<file path="src/rtl/xpu_pkg.sv">
// Shared xpu definitions: 802.11 frame-control field codes, the response
// scheduler state encoding and the CTS duration helper.
package xpu_pkg;

   localparam logic [1:0] TYPE_MGMT = 2'd0;
   localparam logic [1:0] TYPE_CTRL = 2'd1;
   localparam logic [1:0] TYPE_DATA = 2'd2;

   localparam logic [3:0] SUBTYPE_RTS = 4'd11;
   localparam logic [3:0] SUBTYPE_CTS = 4'd12;
   localparam logic [3:0] SUBTYPE_ACK = 4'd13;

   localparam logic RESP_ACK = 1'b0;
   localparam logic RESP_CTS = 1'b1;

   typedef enum logic [2:0] {
      ST_IDLE     = 3'd0,
      ST_HDR      = 3'd1,
      ST_WAIT_FCS = 3'd2,
      ST_SIFS     = 3'd3,
      ST_REQ      = 3'd4
   } state_t;

   // An AID-form duration (bit 15 set) carries no NAV time, so CTS gets 0.
   function automatic logic [15:0] cts_duration(input logic [15:0] dur, input logic [15:0] sub);
      if (dur[15] || (dur < sub)) return 16'd0;
      return dur - sub;
   endfunction

endpackage

</file>
<file path="src/rtl/resp_timer.sv">
// Loadable 16-bit down-counter with a zero flag; shared by the SIFS wait
// and the response-ack timeout.
module resp_timer (
   input  logic        clk,
   input  logic        rst,
   input  logic        load,
   input  logic [15:0] load_val,
   input  logic        dec,
   output logic        zero
);

   logic [15:0] count_q, count_d;

   always_comb begin
      count_d = count_q;
      if (load) begin
         count_d = load_val;
      end else if (dec && (count_q != 16'd0)) begin
         count_d = count_q - 16'd1;
      end
   end

   always_ff @(posedge clk) begin
      if (rst) count_q <= 16'd0;
      else     count_q <= count_d;
   end

   assign zero = (count_q == 16'd0);

endmodule

</file>
<file path="src/rtl/rx_resp_scheduler.sv">
// Decides whether a received frame needs an ACK/CTS and raises resp_req
// SIFS_CYCLES clocks after the FCS verdict.
module rx_resp_scheduler
   import xpu_pkg::*;
#(
   parameter int unsigned SIFS_CYCLES  = 1600,
   parameter int unsigned RESP_TIMEOUT = 200,
   parameter int unsigned DUR_SUB      = 44
) (
   input  logic        clk,
   input  logic        rst,
   input  logic [47:0] self_mac,
   input  logic [31:0] FC_DI,
   input  logic        FC_DI_valid,
   input  logic [47:0] rx_addr,
   input  logic        rx_addr_valid,
   input  logic [47:0] tx_addr,
   input  logic        tx_addr_valid,
   input  logic        rx_start,
   input  logic        fcs_valid,
   input  logic        fcs_ok,
   output logic        resp_req,
   output logic        resp_type,
   output logic [47:0] resp_addr,
   output logic [15:0] resp_duration,
   input  logic        resp_ack,
   output logic [7:0]  resp_drop_cnt,
   output logic [2:0]  dbg_state
);

   // Handshake: resp_req is a level held, with resp_type/addr/duration stable,
   // until resp_ack is sampled high or the timeout expires; resp_ack is ignored
   // while resp_req is low.
   localparam logic [15:0] SIFS_LOAD = 16'(SIFS_CYCLES - 1);
   localparam logic [15:0] TMO_LOAD  = 16'(RESP_TIMEOUT - 1);
   localparam logic [15:0] DUR_SUB_W = 16'(DUR_SUB);

   state_t      state_q, state_d;
   logic [1:0]  ftype_q, ftype_d;
   logic [3:0]  fsub_q, fsub_d;
   logic [15:0] dur_q, dur_d;
   logic        match_q, match_d;
   logic [47:0] tx_addr_q, tx_addr_d;
   logic        resp_req_q, resp_req_d;
   logic        resp_type_q, resp_type_d;
   logic [47:0] resp_addr_q, resp_addr_d;
   logic [15:0] resp_duration_q, resp_duration_d;
   logic [7:0]  drop_cnt_q, drop_cnt_d;
   logic        tmr_load, tmr_dec, tmr_zero;
   logic [15:0] tmr_load_val;
   logic        is_rts, is_ack_able, qualify;
   logic [47:0] tx_addr_eff;
   logic        fc_unused;

   assign fc_unused   = ^{FC_DI[15:8], FC_DI[1:0]};
   assign is_rts      = (ftype_q == TYPE_CTRL) && (fsub_q == SUBTYPE_RTS);
   assign is_ack_able = (ftype_q == TYPE_MGMT) || (ftype_q == TYPE_DATA);
   assign qualify     = fcs_ok && match_q && (is_ack_able || is_rts);
   // tx_addr may still be arriving in the same cycle as the FCS verdict.
   assign tx_addr_eff = tx_addr_valid ? tx_addr : tx_addr_q;

   resp_timer u_timer (
      .clk      (clk),
      .rst      (rst),
      .load     (tmr_load),
      .load_val (tmr_load_val),
      .dec      (tmr_dec),
      .zero     (tmr_zero)
   );

   always_comb begin
      state_d         = state_q;
      ftype_d         = ftype_q;
      fsub_d          = fsub_q;
      dur_d           = dur_q;
      match_d         = match_q;
      tx_addr_d       = tx_addr_q;
      resp_req_d      = resp_req_q;
      resp_type_d     = resp_type_q;
      resp_addr_d     = resp_addr_q;
      resp_duration_d = resp_duration_q;
      drop_cnt_d      = drop_cnt_q;
      tmr_load        = 1'b0;
      tmr_load_val    = SIFS_LOAD;
      tmr_dec         = 1'b0;
      if (rx_start) begin
         // A new PPDU aborts whatever is pending, including a live request.
         state_d    = ST_HDR;
         resp_req_d = 1'b0;
         match_d    = 1'b0;
      end else begin
         case (state_q)
            ST_IDLE: state_d = ST_IDLE;
            ST_HDR: begin
               if (FC_DI_valid) begin
                  ftype_d = FC_DI[3:2];
                  fsub_d  = FC_DI[7:4];
                  dur_d   = FC_DI[31:16];
               end
               if (tx_addr_valid) tx_addr_d = tx_addr;
               if (rx_addr_valid) begin
                  match_d = (rx_addr == self_mac) && !rx_addr[0];
                  state_d = ST_WAIT_FCS;
               end
            end
            ST_WAIT_FCS: begin
               tx_addr_d = tx_addr_eff;
               if (fcs_valid) begin
                  if (qualify) begin
                     state_d         = ST_SIFS;
                     tmr_load        = 1'b1;
                     tmr_load_val    = SIFS_LOAD;
                     resp_type_d     = is_rts ? RESP_CTS : RESP_ACK;
                     resp_addr_d     = tx_addr_eff;
                     resp_duration_d = is_rts ? cts_duration(dur_q, DUR_SUB_W) : 16'd0;
                  end else begin
                     state_d = ST_IDLE;
                  end
               end
            end
            ST_SIFS: begin
               if (tmr_zero) begin
                  state_d      = ST_REQ;
                  resp_req_d   = 1'b1;
                  tmr_load     = 1'b1;
                  tmr_load_val = TMO_LOAD;
               end else begin
                  tmr_dec = 1'b1;
               end
            end
            ST_REQ: begin
               if (resp_ack) begin
                  resp_req_d = 1'b0;
                  state_d    = ST_IDLE;
               end else if (tmr_zero) begin
                  resp_req_d = 1'b0;
                  state_d    = ST_IDLE;
                  if (drop_cnt_q != 8'hFF) drop_cnt_d = drop_cnt_q + 8'd1;
               end else begin
                  tmr_dec = 1'b1;
               end
            end
            default: begin
               state_d    = ST_IDLE;
               resp_req_d = 1'b0;
            end
         endcase
      end
   end

   always_ff @(posedge clk) begin
      if (rst) begin
         state_q         <= ST_IDLE;
         ftype_q         <= 2'd0;
         fsub_q          <= 4'd0;
         dur_q           <= 16'd0;
         match_q         <= 1'b0;
         tx_addr_q       <= 48'd0;
         resp_req_q      <= 1'b0;
         resp_type_q     <= 1'b0;
         resp_addr_q     <= 48'd0;
         resp_duration_q <= 16'd0;
         drop_cnt_q      <= 8'd0;
      end else begin
         state_q         <= state_d;
         ftype_q         <= ftype_d;
         fsub_q          <= fsub_d;
         dur_q           <= dur_d;
         match_q         <= match_d;
         tx_addr_q       <= tx_addr_d;
         resp_req_q      <= resp_req_d;
         resp_type_q     <= resp_type_d;
         resp_addr_q     <= resp_addr_d;
         resp_duration_q <= resp_duration_d;
         drop_cnt_q      <= drop_cnt_d;
      end
   end

   assign resp_req      = resp_req_q;
   assign resp_type     = resp_type_q;
   assign resp_addr     = resp_addr_q;
   assign resp_duration = resp_duration_q;
   assign resp_drop_cnt = drop_cnt_q;
   assign dbg_state     = state_q;

endmodule

</file>
<file path="config.mk">
export PLATFORM = sky130hd
export DESIGN_NAME = rx_resp_scheduler
export DESIGN_NICKNAME = d
export VERILOG_FILES = /design/src/rtl/xpu_pkg.sv /design/src/rtl/resp_timer.sv /design/src/rtl/rx_resp_scheduler.sv
export SDC_FILE = /design/constraint.sdc
export NUM_CORES = 1
export LEC_CHECK = 0
export BUFFER_PORTS_ARGS = -buffer_cell sky130_fd_sc_hd__buf_2
export CORE_ASPECT_RATIO = 0.6
export CORE_MARGIN = 2
export CORE_UTILIZATION = 45
export DETAILED_ROUTE_END_ITERATION = 16
export PLACE_DENSITY_LB_ADDON = 0.2
export SLEW_MARGIN = 5
export SYNTH_ARGS = -nofsm -noshare
export SYNTH_HDL_FRONTEND = slang
export SYNTH_SLANG_ARGS = --single-unit
export TNS_END_PERCENT = 30
</file>
<file path="constraint.sdc">
create_clock -name clk -period 2.2 [get_ports clk]
set_input_delay 0 -clock clk [delete_from_list [all_inputs] [get_ports clk]]
set_output_delay 0 -clock clk [all_outputs]
set_load 0.1 [all_outputs]
</file>
==> Word level (Yosys, flattened, before mapping) <==
Cells that the tools add are included.
{ "classes": {"addsub": 3, "magnitude_cmp": 1, "n_eq_ne": 17, "muxes": 36, "n_bitwise": 3, "reduce_logical": 25} }
{ "op_table": {"columns": ["operator", "n"], "rows": [
  ["$mux 16", 5],
  ["$eq 48x48->1", 1],
  ["$mux 48", 1],
  ["$mux 11", 3],
  ["$mux 1", 17],
  ["$logic_not 16->1", 1],
  ["$lt 16x6->1 const B", 1],
  ["$reduce_bool 16->1", 1],
  ["$sub 16x1->16 const B", 1],
  ["$sub 16x6->16 const B", 1],
  ["$mux 3", 5],
  ["$ne 3x3->1 const B", 4],
  ["$pmux 3 s4", 1],
  ["$reduce_and 4->1", 3],
  ["$add 8x1->8 const B", 1],
  ["$ne 8x8->1 const B", 1],
  ["$eq 3x2->1 const B", 2],
  ["$ne 2x2->1 const B", 3],
  ["$reduce_and 3->1", 2],
  ["$logic_and 1x1->1", 5],
  ["$reduce_and 5->1", 1],
  ["$eq 4x4->1 const B", 1],
  ["$ne 4x4->1 const B", 1],
  ["$pmux 1 s2", 2],
  ["15 further kinds", 21]
]} }
{ "totals": {"register_bits": 164, "inputBits": 185, "out_inout_bits": 77, "word_cells": 98} }

==> Longest topological paths before layout <==
Gate-level depths: netlist of the first run.
{ "depth": {"word_depth": 10, "mapped_depth": 9} }

==> Modules after synthesis <==
Synthesis of the first run repeated with hierarchy kept, for this count alone.
{ "unflattened": {"cells_unflattened": 868, "hier_area_um2": 7453.4} }
{ "by_module_without_submodules": {"columns": ["mod", "instances", "cells_per_inst", "area_per_inst_um2"], "rows": [
  ["rx_resp_scheduler", 1, 754, 6508.7],
  ["resp_timer", 1, 114, 944.7]
]} }

==> Least setup slack after synthesis of the first run <==
No wires, ideal clock.
{ "synth_path": {"kind": "flip-flop to flip-flop", "from": "reg state_q[1], in the netlist dbg_state[1]", "to": "reg resp_addr_q[0], in the netlist resp_addr[0]", "setup_time_ps": 137, "arrival_ps": 2531, "path_slack_ps": -468, "path_stages_with_launch": 8, "path_buffers": 4, "period_less_slack_ps": 2668, "cell_sequence": "dfxtp_1 > clkbuf_1 > and4_1 > and2_1 > clkbuf_1 > buf_1 > buf_1 > a211oi_1"} }
{ "synth_between": {"elab_chain_len": 2} }
{ "synth_rtl": {"columns": ["element", "line_no", "source"], "rows": [
  ["start: declaration", "rx_resp_scheduler.sv:38", "state_t state_q, state_d;"],
  ["start signal: assignment", "rx_resp_scheduler.sv:165", "state_q <= state_d;"],
  ["$eq 3x2->1", "rx_resp_scheduler.sv:92", "case (state_q)"],
  ["$reduce_and 4->1 (no line)", null, null],
  ["end signal: assignment", "rx_resp_scheduler.sv:173", "resp_addr_q <= resp_addr_d;"],
  ["end: declaration", "rx_resp_scheduler.sv:46", "logic [47:0] resp_addr_q, resp_addr_d;"]
]} }
Every way passes these cells.
A chain may end at the register's enable or synchronous reset.

==> Worst setup path after layout of the first run <==
{ "layout_path": {"from": "reg dur_q[6]", "to": "reg resp_duration_q[2], in the netlist resp_duration[2]"} }
{ "layout_between": {"elab_chain_len": 9} }
{ "layout_rtl": {"columns": ["element", "line_no", "source"], "rows": [
  ["start: declaration", "rx_resp_scheduler.sv:41", "logic [15:0] dur_q, dur_d;"],
  ["start signal: assignment", "rx_resp_scheduler.sv:168", "dur_q <= dur_d;"],
  ["$lt 16x6->1", "xpu_pkg.sv:26", "if (dur[15] || (dur < sub)) return 16'd0;"],
  ["$logic_or 1x1->1", "xpu_pkg.sv:26", null],
  ["$mux 1", "xpu_pkg.sv:26", null],
  ["$mux 1", "rx_resp_scheduler.sv:109", "if (qualify) begin"],
  ["$mux 1", "rx_resp_scheduler.sv:108", "if (fcs_valid) begin"],
  ["$mux 1", "rx_resp_scheduler.sv:92", null],
  ["$mux 1", "rx_resp_scheduler.sv:86", "if (rx_start) begin"],
  ["$mux 16", "xpu_pkg.sv:27", "return dur - sub;"],
  ["$mux 16", "rx_resp_scheduler.sv:115", "resp_duration_d = is_rts ? cts_duration(dur_q, DUR_SUB_W) : 16'd0;"],
  ["end signal: assignment", "rx_resp_scheduler.sv:174", "resp_duration_q <= resp_duration_d;"],
  ["end: declaration", "rx_resp_scheduler.sv:47", "logic [15:0] resp_duration_q, resp_duration_d;"]
]} }
Every way passes these cells. The select of a mux whose other input is x is not followed.

==> results of run 1 <==
## sequential cells by signal, indices dropped and copies added (netlist names), 2 cells and up
name	cells
dbg_state	3
dur_q	16
fsub_q	4
ftype_q	2
resp_addr	48
resp_drop_cnt	8
resp_duration	16
tx_addr_q	48
u_timer.count_q	16
## tightest hold or removal path: stages
cell      delay [ps]
buf_2             80
a2111o_1          90
nor4_1            50
nand4_1           80
o21ai_0           60
## cell usage after synthesis, types with 2 or more instances
cell,count
nand2_1,169
dfxtp_1,164
a21oi_1,90
nor2_1,75
a211oi_1,48
mux2i_1,48
clkbuf_1,43
xor2_1,41
xnor2_1,36
o21ai_0,19
nand4_1,17
nor4_1,15
nand3_1,13
buf_1,11
inv_1,10
nor3_1,10
nor2b_1,6
and2_1,4
ha_1,4
nand2b_1,4
nand3b_1,3
nor3b_1,3
a2111o_1,2
buf_2,2
nand4b_1,2
nor4bb_1,2
o221ai_1,2
o2bb2ai_1,2
## per-layer routing
metal	vias to the layer above	global-route usage, %	wire length [µm]
met1	3105	33.0	9950
met5	-	0	13
met4	2	4.58	115
met3	15	4.15	1070
li1	3606	-	-
met2	202	33.8	8230
## worst max path at each step
stage,depth (start not counted),start,endpoint
2_1_floorplan,6,dur_q[6]$_SDFFE_PP0P_,resp_duration[10]$_SDFFE_PP0P_
4_1_cts,6,dur_q[6]$_SDFFE_PP0P_,resp_duration[4]$_SDFFE_PP0P_
5_1_grt,6,dur_q[6]$_SDFFE_PP0P_,resp_duration[4]$_SDFFE_PP0P_
3_3_place_gp,6,dur_q[6]$_SDFFE_PP0P_,resp_duration[12]$_SDFFE_PP0P_
3_5_place_dp,6,dur_q[6]$_SDFFE_PP0P_,resp_duration[9]$_SDFFE_PP0P_
6_report,6,dur_q[6]$_SDFFE_PP0P_,resp_duration[2]$_SDFFE_PP0P_
## cell families after synthesis
group | after synthesis | share of synthesized area, %
compound gates | 171 | 14.4
xor+xnor | 77 | 9.22
fa+ha+maj | 4 | 0.684
buf+inv | 67 | 3.58
flops | 164 | 44.9
mux | 49 | 6.72
simple gates | 334 | 20.5
## cell type report
cell class              instances  area, µm²  area share, %
clock buffers                  19        433           4.23
flip-flops and latches        164       3300           32.2
repair buffers                351       2250           22.0
well taps                     209        262           2.56
inverters                      10       37.5          0.367
clock inverters                13        140           1.37
multi-input cells             635       3810           37.3
## what timing repair did
action                     in CTS  in global routing
setup endpoints to repair      15                 22
hold buffers                   73                  0
hold endpoints to repair      120                  0
gates resized for setup         2                 10
## power by group through the flow
stage	clock network (µW)	logic [µW]	registers, µW
after floorplan	0	324	3110
after global placement	0	611	3100
after detailed placement	0	617	3100
after CTS	2970	722	3030
after global routing	3090	797	3030
final	2900	723	3030
## cell usage in the layout (no fill, tap or decap), drive strengths merged, types with 6 or more instances in the layout
master,synthesis,final
buf,14,278
nand3,13,13
mux2i,48,48
clkbuf,43,19
o21ai,19,19
xor2,41,41
nor4,15,15
dlygate4sd3,0,73
nor2b,6,6
nand2,169,169
dfxtp,164,164
a21oi,90,90
nand4,17,17
inv,10,17
nor3,10,10
xnor2,36,36
a211oi,48,48
nor2,75,75
## through the flow
stage,instances,util (%),area (µm²),setup TNS (ps),total power [µW]
after floorplan,866,-,7350,-306,3430
after global placement,1296,55.3,8900,0,3710
after detailed placement,1296,55.3,8900,-178,3710
after CTS,1401,63.5,10200,-55.3,6720
after global routing,1401,63.6,10200,-624,6920
final,1401,63.6,10200,-23.5,6650
==> results.txt, run 1 <==
status -> finished, violations left
failing checks -> negative setup slack
Detailed Routing Iterations Pass 1 -> 4
Hold Fails Final Rpt -> 0
critical path buffer and inverter count -> 1
Via Count -> 6930
HP Class -> input pin to flop
vias in the first global route -> 6440
pwr dens -> 650 mW/mm²
Placement Setup Slack -> -31.2 ps
RSZ-0062 raised after global routing -> yes
num ports -> 262
Worst Path Arrival -> 2500 ps
Gate power share -> 10.9%
Slew @ Worst Pin -> 888 ps
Clock Power Share -> 43.6%
CP cell instances -> or4_4 -> or4_4 -> or3b_4 -> o211ai_4 -> buf_12 -> o21ai_0
Routed WL per cell -> 13.8 µm
Syn Area/Cell -> 8.45 µm²
synth unique cells -> 49
root buf cell -> clkbuf_16
Worst Min Path Start -> rx_addr[0]
gr usage total -> 22.2%
initial antenna violation count -> 1
cell mode on critical path -> or4_4
launch point of the worst reg-to-reg path -> dur_q[6]$_SDFFE_PP0P_
DRT iter0 DRCs -> 334
Synth Register Bits -> 164
Final Cycle Share -> 101%
CP Launch Type -> flop
FF-to-FF setup slack -> -10 ps
Nets -> 1368
P_int -> 4980 µW
Final min period -> 2210 ps
initial cell density of the core -> 45.5%
Cells on Worst Hold Path -> 5
Worst Hold Slack -> 1.35 ps
Largest delay share family, worst path -> simple AND/OR/NAND/NOR gates
post-DP HPWL -> 13400 µm
Leak -> 0.00427 µW
Post-synth top flop -> dfxtp_1
Reg2Reg Depth -> 6
# diodes -> 0
RR Endpoint -> resp_duration[2]$_SDFFE_PP0P_
Gate Count Post-Synth -> 866
Die Y -> 103 µm
Vias/cell -> 4.95
area grow syn2layout -> 39.9%
Net Sw Frac -> 25.1%
row cnt -> 36
largest net degree at the start of global routing -> 95
slowest stage delay, CP -> 520 ps
Cell Area, Synth -> 0.00731 mm²
first-pass GRT wire length -> 31500 µm
Yosys top cell by area -> dfxtp_1
Pins Over Slew Limit -> 0
Req. time, crit path -> 2490 ps
switching power -> 1670 µW
worst vdd ir -> 0.514 mV
share of cells above drive strength 1 -> 27.9%
FMAX -> 452 MHz
Hold Path Sink -> match_q$_SDFFE_PP0P_
CTS buffer count -> 17
CTS Sinks -> 164
Seq/Total Area, Yosys -> 44.9%
htree depth -> 4
I/O Buffers -> 251
Seq pwr share -> 45.6%
routability cong. -> 0.835
Max Buffers Root-to-Sink -> 2
Async S/R FF share, synth -> 0%
drt drc -> 0
filler cell count -> 1394
Clock transition at path regs -> 70 ps
Setup Skew -> 16.3 ps
critical path type -> flop to flop
top-area cell type share of the netlist area -> 44.9%
postcts setup bufs -> 0
Post-Route WL -> 19400 µm
CTS tree -> done
core area -> 0.0161 mm²
CP max-delay cell -> or4_4
crit path capture type -> flop
yosys warns -> 0
Die ar. -> 0.0173 mm²
die width -> 169 µm
Post-synth EDFFs -> 0
max_cap viols -> 0
Synth area leaders -> dfxtp_1 (45%), nand2_1 (8.7%), mux2i_1 (6.6%)
Post-Synthesis Net Count -> 1055
CP Max Fanout -> 15
Clock Latency Late Sink -> 410 ps
Final Setup Violations -> 5
relative slew slack -> 39.9%
GRT overflow -> 0
setup ws final -> -11.0 ps
DRT antenna net count -> 0
Note: power is estimated with default switching activity, not from simulation.
==> run 2, diff against run 1 <==
--- a/config.mk
+++ b/config.mk
@@ -11,6 +11,7 @@
 export CORE_UTILIZATION = 45
 export DETAILED_ROUTE_END_ITERATION = 16
 export PLACE_DENSITY_LB_ADDON = 0.2
+export REMOVE_ABC_BUFFERS = 1
 export SLEW_MARGIN = 5
 export SYNTH_ARGS = -nofsm -noshare
 export SYNTH_HDL_FRONTEND = slang
==> constraint.sdc (replaced) <==
create_clock -name clk -period 1.98 [get_ports clk]
set_input_delay 0 -clock clk [delete_from_list [all_inputs] [get_ports clk]]
set_output_delay 0 -clock clk [all_outputs]
set_load 0.1 [all_outputs]
==> run 2 against run 1 <==
Net effect: the run still ends with negative setup slack left; global-route usage grew 1.1 points; routed wire length grew 5.4%; die area is the same; hold slack gained 14 ps; critical path type unchanged; largest cell class unchanged; largest power group is now the clock network.
==> results.txt, run 2 (same netlist as run 1, synthesis figures left out) <==
area grow syn2layout -> 43.7% (was 39.9%)
Routed WL per cell -> 14.3 µm (was 13.8 µm)
gr usage total -> 23.3% (was 22.2%)
DRT iter0 DRCs -> 389 (was 334)
most used routing layer -> met2 (unchanged)
relative slew slack -> 56.5% (was 39.9%)
CTS buffer count -> 17 (unchanged)
RSZ-0062 raised after global routing -> yes (unchanged)
most common cell after layout, fill and taps aside -> buf_2 (unchanged)
max_cap viols -> 0 (unchanged)
I/O Buffers -> 251 (unchanged)
Clock Latency Late Sink -> 420 ps (was 410 ps)
RR Endpoint -> resp_duration[11]$_SDFFE_PP0P_ (was resp_duration[2]$_SDFFE_PP0P_)
initial antenna violation count -> 3 (was 1)
cell mode on critical path -> or4_4 (unchanged)
status -> finished, violations left (unchanged)
worst vdd ir -> 0.533 mV (was 0.514 mV)
largest net degree at the start of global routing -> 106 (was 95)
CTS tree -> done (unchanged)
Leak -> 0.00440 µW (was 0.00427 µW)
row cnt -> 36 (unchanged)
vias in the first global route -> 6705 (was 6440)
Placed Cells -> 1309 (was 1296)
Post-Layout Cell Count -> 1424 (was 1401)
CP max-delay cell -> or4_4 (unchanged)
crit path capture type -> flop (unchanged)
Post-Route WL -> 20400 µm (was 19400 µm)
fin util -> 65.3% (was 63.6%)
DRT antenna net count -> 0 (unchanged)
Setup Skew -> 8.22 ps (was 16.3 ps)
Final Cycle Share -> 113% (was 101%)
routability cong. -> 0.819 (was 0.835)
Pins Over Slew Limit -> 0 (unchanged)
failing checks -> negative setup slack (unchanged)
met3 Use GR -> 5.26% (was 4.15%)
die width -> 169 µm (unchanged)
Req. time, crit path -> 2290 ps (was 2490 ps)
Die Y -> 103 µm (unchanged)
slowest stage delay, CP -> 530 ps (was 520 ps)
pwr dens -> 729 mW/mm² (was 650 mW/mm²)
CTS Sinks -> 164 (unchanged)
Slew @ Worst Pin -> 653 ps (was 888 ps)
Reg2Reg Depth -> 6 (unchanged)
launch point of the worst reg-to-reg path -> dur_q[6]$_SDFFE_PP0P_ (unchanged)
Die ar. -> 0.0173 mm² (unchanged)
first-pass GRT wire length -> 32300 µm (was 31500 µm)
Hold Path Sink -> match_q$_SDFFE_PP0P_ (unchanged)
CP Max Fanout -> 11 (was 15)
GRT overflow -> 0 (unchanged)
Vias/cell -> 4.98 (was 4.95)
Final min period -> 2240 ps (was 2210 ps)
M1 GR Usage -> 30.0% (was 33.0%)
critical path type -> flop to flop (unchanged)
htree depth -> 4 (unchanged)
setup ws final -> -264 ps (was -11.0 ps)
drt drc -> 0 (unchanged)
FMAX -> 446 MHz (was 452 MHz)
most frequent cells in the layout -> buf_2 (250), nand2_1 (169), dfxtp_1 (161) (was buf_2 (250), nand2_1 (169), dfxtp_1 (154))
Via Count -> 7091 (was 6930)
met2 usage -> 38.7% (was 33.8%)
Worst Min Path Start -> rx_addr[34] (was rx_addr[0])
Max Buffers Root-to-Sink -> 2 (unchanged)
initial cell density of the core -> 45.5% (unchanged)
Nets -> 1386 (was 1368)
num ports -> 262 (unchanged)
CP Launch Type -> flop (unchanged)
Clock transition at path regs -> 70 ps (about the same)
post-DP HPWL -> 13900 µm (was 13400 µm)
share of cells above drive strength 1 -> 29.3% (was 27.9%)
WP depth -> 6 (unchanged)
critical path buffer and inverter count -> 1 (unchanged)
FF-to-FF setup slack -> -260 ps (was -10 ps)
Worst Path Arrival -> 2560 ps (was 2500 ps)
DP Area -> 0.00899 mm² (was 0.00890 mm²)
Final Cell Area -> 0.0105 mm² (was 0.0102 mm²)
Largest delay share family, worst path -> simple AND/OR/NAND/NOR gates (unchanged)
root buf cell -> clkbuf_16 (unchanged)
Hold Fails Final Rpt -> 0 (unchanged)
CP cell instances -> or4_4 -> or4_4 -> or3b_4 -> o211ai_4 -> buf_12 -> o21ai_0 (unchanged)
Worst Hold Slack -> 15.8 ps (was 1.35 ps)
Detailed Routing Iterations Pass 1 -> 4 (unchanged)
Cells on Worst Hold Path -> 6 (was 5)
core area -> 0.0161 mm² (unchanged)
HP Class -> input pin to flop (unchanged)
Final Setup Violations -> 16 (was 5)
[run 2: final cells by class]
cell class / count / area, µm²
Sequential cell: 164 / 3290
Clock inverter: 15 / 193
Inverter: 10 / 37.5
Clock buffer: 17 / 425
Fill cell: 1350 / 5570
Tap cell: 209 / 262
Antenna cell: 5 / 12.5
Timing Repair Buffer: 369 / 2420
Multi-Input combinational cell: 635 / 3870
[run 2: tightest hold or removal path, cell delays in order]
cell     delay [ps]
buf_2            90
xnor2_1          50
nand4_1          60
nor4_1           50
nand4_1          80
o21ai_0          60
[run 2: per-layer routing]
| metal | vias to the layer above | wire length, µm |
|---|---|---|
| li1 | 3643 | - |
| met1 | 3216 | 9450 |
| met2 | 199 | 9520 |
| met3 | 33 | 1070 |
| met4 | 0 | 403 |
| met5 | - | 0 |
[run 2: how the worst max path moves through the flow]
| stage | start | to |
|---|---|---|
| CTS | dur_q[6]$_SDFFE_PP0P_ | resp_duration[11]$_SDFFE_PP0P_ |
| global route | dur_q[6]$_SDFFE_PP0P_ | resp_duration[9]$_SDFFE_PP0P_ |
| detailed placement | dur_q[6]$_SDFFE_PP0P_ | resp_duration[15]$_SDFFE_PP0P_ |
| floorplan | dbg_state[1]$_SDFFE_PP0P_ | resp_duration[0]$_SDFFE_PP0P_ |
| global placement | dur_q[6]$_SDFFE_PP0P_ | resp_duration[7]$_SDFFE_PP0P_ |
| finish | dur_q[6]$_SDFFE_PP0P_ | resp_duration[11]$_SDFFE_PP0P_ |
[run 2: report_power, final]
group	leakage (µW)	switching, µW	internal (µW)
registers	0.00133	25.2	3340
clock network	0.000300	1440	2020
logic	0.00278	399	433
[run 2: through the flow]
step,power [µW],setup TNS [ps],worst slack (ps)
CTS,7710,-3910,-271
global placement,4120,-3660,-253
global route,7930,-4810,-331
floorplan,3740,-172950,-1970
detailed placement,4130,-3990,-283
finish,7660,-3820,-264
[run 2: what timing repair did]
item,CTS,global route
resized for setup,12,20
pin swaps,2,2
hold buffers,76,0
endpoints found under the setup margin,16,56
endpoints found under the hold margin,126,0
setup buffers,2,0
==> run 3, diff against run 2 <==
--- a/config.mk
+++ b/config.mk
@@ -11,7 +11,6 @@
 export CORE_UTILIZATION = 45
 export DETAILED_ROUTE_END_ITERATION = 16
 export PLACE_DENSITY_LB_ADDON = 0.2
-export REMOVE_ABC_BUFFERS = 1
 export SLEW_MARGIN = 5
 export SYNTH_ARGS = -nofsm -noshare
 export SYNTH_HDL_FRONTEND = slang
==> run 3 against run 2 <==
Net effect: the run still ends with negative setup slack left; final cell count fell by 0.56%; die area stayed put; clock skew rose by 5.7 ps; worst setup slack improved by 34 ps; design area shrank 0.46%; combinational power decreased by 1%; via count down 0.38%; first-iteration DRC count down 1.0%; hold slack worse by 3.4 ps; flip-flop and latch count unchanged; count of clock-buffer cells in the layout increased by 1; sequential share of layout area rose by 0.31 points; critical path type unchanged; critical endpoint is now resp_duration[3]$_SDFFE_PP0P_.
==> results.txt, run 3 (same netlist as run 1, synthesis figures left out) <==
status -> finished, violations left (unchanged)
failing checks -> negative setup slack (unchanged)
Leak -> 0.00438 µW (was 0.00440 µW)
setup ws final -> -231 ps (was -264 ps)
Clock transition at path regs -> 70 ps (about the same)
worst vdd ir -> 0.485 mV (was 0.533 mV)
Worst Path Arrival -> 2500 ps (was 2560 ps)
Final Cycle Share -> 112% (was 113%)
# diodes -> 0 (was 5)
Vias/cell -> 4.99 (was 4.98)
switching power -> 1900 µW (was 1860 µW)
CP cell instances -> or4_4 -> or4_4 -> or3b_4 -> o211ai_4 -> buf_12 -> o21ai_0 (unchanged)
Nets -> 1383 (was 1386)
Largest delay share family, worst path -> simple AND/OR/NAND/NOR gates (unchanged)
postcts setup bufs -> 0 (was 2)
Placement Setup Slack -> -258 ps (was -283 ps)
TNS Setup -> -3280 ps (was -3820 ps)
RSZ-0062 raised after global routing -> yes (unchanged)
Pins Over Slew Limit -> 0 (unchanged)
Die Y -> 103 µm (unchanged)
htree depth -> 4 (unchanged)
DRT iter0 DRCs -> 385 (was 389)
Final min period -> 2210 ps (was 2240 ps)
crit path capture type -> flop (unchanged)
HP Class -> input pin to flop (unchanged)
Detailed Routing Iterations Pass 1 -> 4 (unchanged)
CTS Sinks -> 164 (unchanged)
Reg area -> 0.00330 mm² (was 0.00329 mm²)
Seq pwr share -> 45.6% (was 44.0%)
gr usage total -> 22.0% (was 23.3%)
Clock Power Share -> 43.3% (was 45.2%)
filler cell count -> 1346 (was 1350)
DRT antenna net count -> 0 (unchanged)
share of cells above drive strength 1 -> 29.7% (was 29.3%)
CTS tree -> done (unchanged)
Slew @ Worst Pin -> 744 ps (was 653 ps)
Gate power share -> 11.1% (was 10.9%)
Final Setup Violations -> 16 (unchanged)
largest net degree at the start of global routing -> 100 (was 106)
most common cell after layout, fill and taps aside -> buf_2 (unchanged)
Placed Cells -> 1311 (was 1309)
Clock Latency Late Sink -> 410 ps (was 420 ps)
critical path type -> flop to flop (unchanged)
num ports -> 262 (unchanged)
area of the multi-input gates -> 0.00386 mm² (was 0.00387 mm²)
CTS buffer count -> 17 (unchanged)
root buf cell -> clkbuf_16 (unchanged)
die width -> 169 µm (unchanged)
pwr dens -> 706 mW/mm² (was 729 mW/mm²)
Routed WL per cell -> 13.8 µm (was 14.3 µm)
Net Sw Frac -> 25.8% (was 24.3%)
GRT overflow -> 0 (unchanged)
post-DP HPWL -> 13400 µm (was 13900 µm)
core area -> 0.0161 mm² (unchanged)
Post-Layout Cell Count -> 1416 (was 1424)
drt drc -> 0 (unchanged)
Setup Skew -> 13.9 ps (was 8.22 ps)
FMAX -> 452 MHz (was 446 MHz)
max_cap viols -> 0 (unchanged)
critical path buffer and inverter count -> 1 (unchanged)
Max Buffers Root-to-Sink -> 2 (unchanged)
P_int -> 5480 µW (was 5800 µW)
vias in the first global route -> 6462 (was 6705)
cell mode on critical path -> or4_4 (unchanged)
first-pass GRT wire length -> 31100 µm (was 32300 µm)
Req. time, crit path -> 2270 ps (was 2290 ps)
CP Max Fanout -> 15 (was 11)
Worst Hold Slack -> 12.4 ps (was 15.8 ps)
routability cong. -> 0.826 (was 0.819)
CP Launch Type -> flop (unchanged)
Die ar. -> 0.0173 mm² (unchanged)
relative slew slack -> 50.3% (was 56.5%)
slowest stage delay, CP -> 530 ps (about the same)
area grow syn2layout -> 43.0% (was 43.7%)
most frequent cells in the layout -> buf_2 (250), nand2_1 (169), dfxtp_1 (153) (was buf_2 (250), nand2_1 (169), dfxtp_1 (161))
I/O Buffers -> 251 (unchanged)
row cnt -> 36 (unchanged)
Post-Route WL -> 19600 µm (was 20400 µm)
initial cell density of the core -> 45.5% (unchanged)
total design power -> 7380 µW (was 7660 µW)
CP max-delay cell -> or4_4 (unchanged)
initial antenna violation count -> 0 (was 3)
Hold Fails Final Rpt -> 0 (unchanged)
Via Count -> 7064 (was 7091)
[run 3: cell count changes in the layout (fill, tap and decap cells not counted), moves of 2 or more]
cell	change
dfxtp_1	-8
dfxtp_2	+5
diode_2	-5
buf_12	+4
o21ai_0	+4
bufinv_16	-3
dfxtp_4	+3
dlygate4sd3_1	-3
o21ai_2	-3
a211oi_1	+2
a211oi_2	-2
buf_6	-2
inv_8	+2
[run 3: worst min-delay path, cell delays in order]
cell and delay, ps:
buf_2 90, a2111o_1 80, nor4_1 50, nand4_1 80, o21ai_0 70
[run 3: path summary, 6_finish.rpt]
kind / start / endpoint / slack (ps) / depth (start not counted)
setup reg to reg: dur_q[6]$_SDFFE_PP0P_ / resp_duration[3]$_SDFFE_PP0P_ / -230 / 6
hold / removal: self_mac[0] / match_q$_SDFFE_PP0P_ / 10 / 5
hold reg to reg: resp_duration[10]$_SDFFE_PP0P_ / resp_duration[10]$_SDFFE_PP0P_ / 440 / 2
setup / recovery: dur_q[6]$_SDFFE_PP0P_ / resp_duration[3]$_SDFFE_PP0P_ / -230 / 6
[run 3: per-layer routing]
layer / GRT usage (%) / vias up / share of wire (%)
met1: 32.5 / 3216 / 51
li1: - / 3649 / -
met5: 0 / - / 0
met2: 33.7 / 191 / 43
met3: 3.84 / 8 / 5.0
met4: 5.17 / 0 / 0.50
[run 3: final cells by class]
type / instances / area share, %
Clock inverter: 14 / 1.32
Multi-Input combinational cell: 635 / 36.9
Clock buffer: 18 / 4.20
Sequential cell: 164 / 31.6
Inverter: 10 / 0.359
Timing Repair Buffer: 366 / 23.1
Tap cell: 209 / 2.50
[run 3: timing repair]
item,4_1_cts,5_1_grt
pin swaps,0,2
resized for setup,3,13
setup endpoints to repair,18,46
hold buffers,73,0
hold endpoints to repair,120,0
[run 3: power groups by stage]
stage          Combinational [µW]  Sequential (µW)  Clock, µW
3_3_place_gp                  694             3440          0
4_1_cts                       819             3360       3280
2_1_floorplan                 363             3450          0
5_1_grt                       904             3360       3410
6_report                      823             3360       3190
3_5_place_dp                  702             3440          0
[run 3: metrics by stage]
step / utilization [%] / instance area (µm²)
3_5_place_dp: 56.6 / 9100
6_report: 65.0 / 10500
4_1_cts: 64.8 / 10400
2_1_floorplan: - / 7390
5_1_grt: 65.0 / 10500
3_3_place_gp: 56.6 / 9100
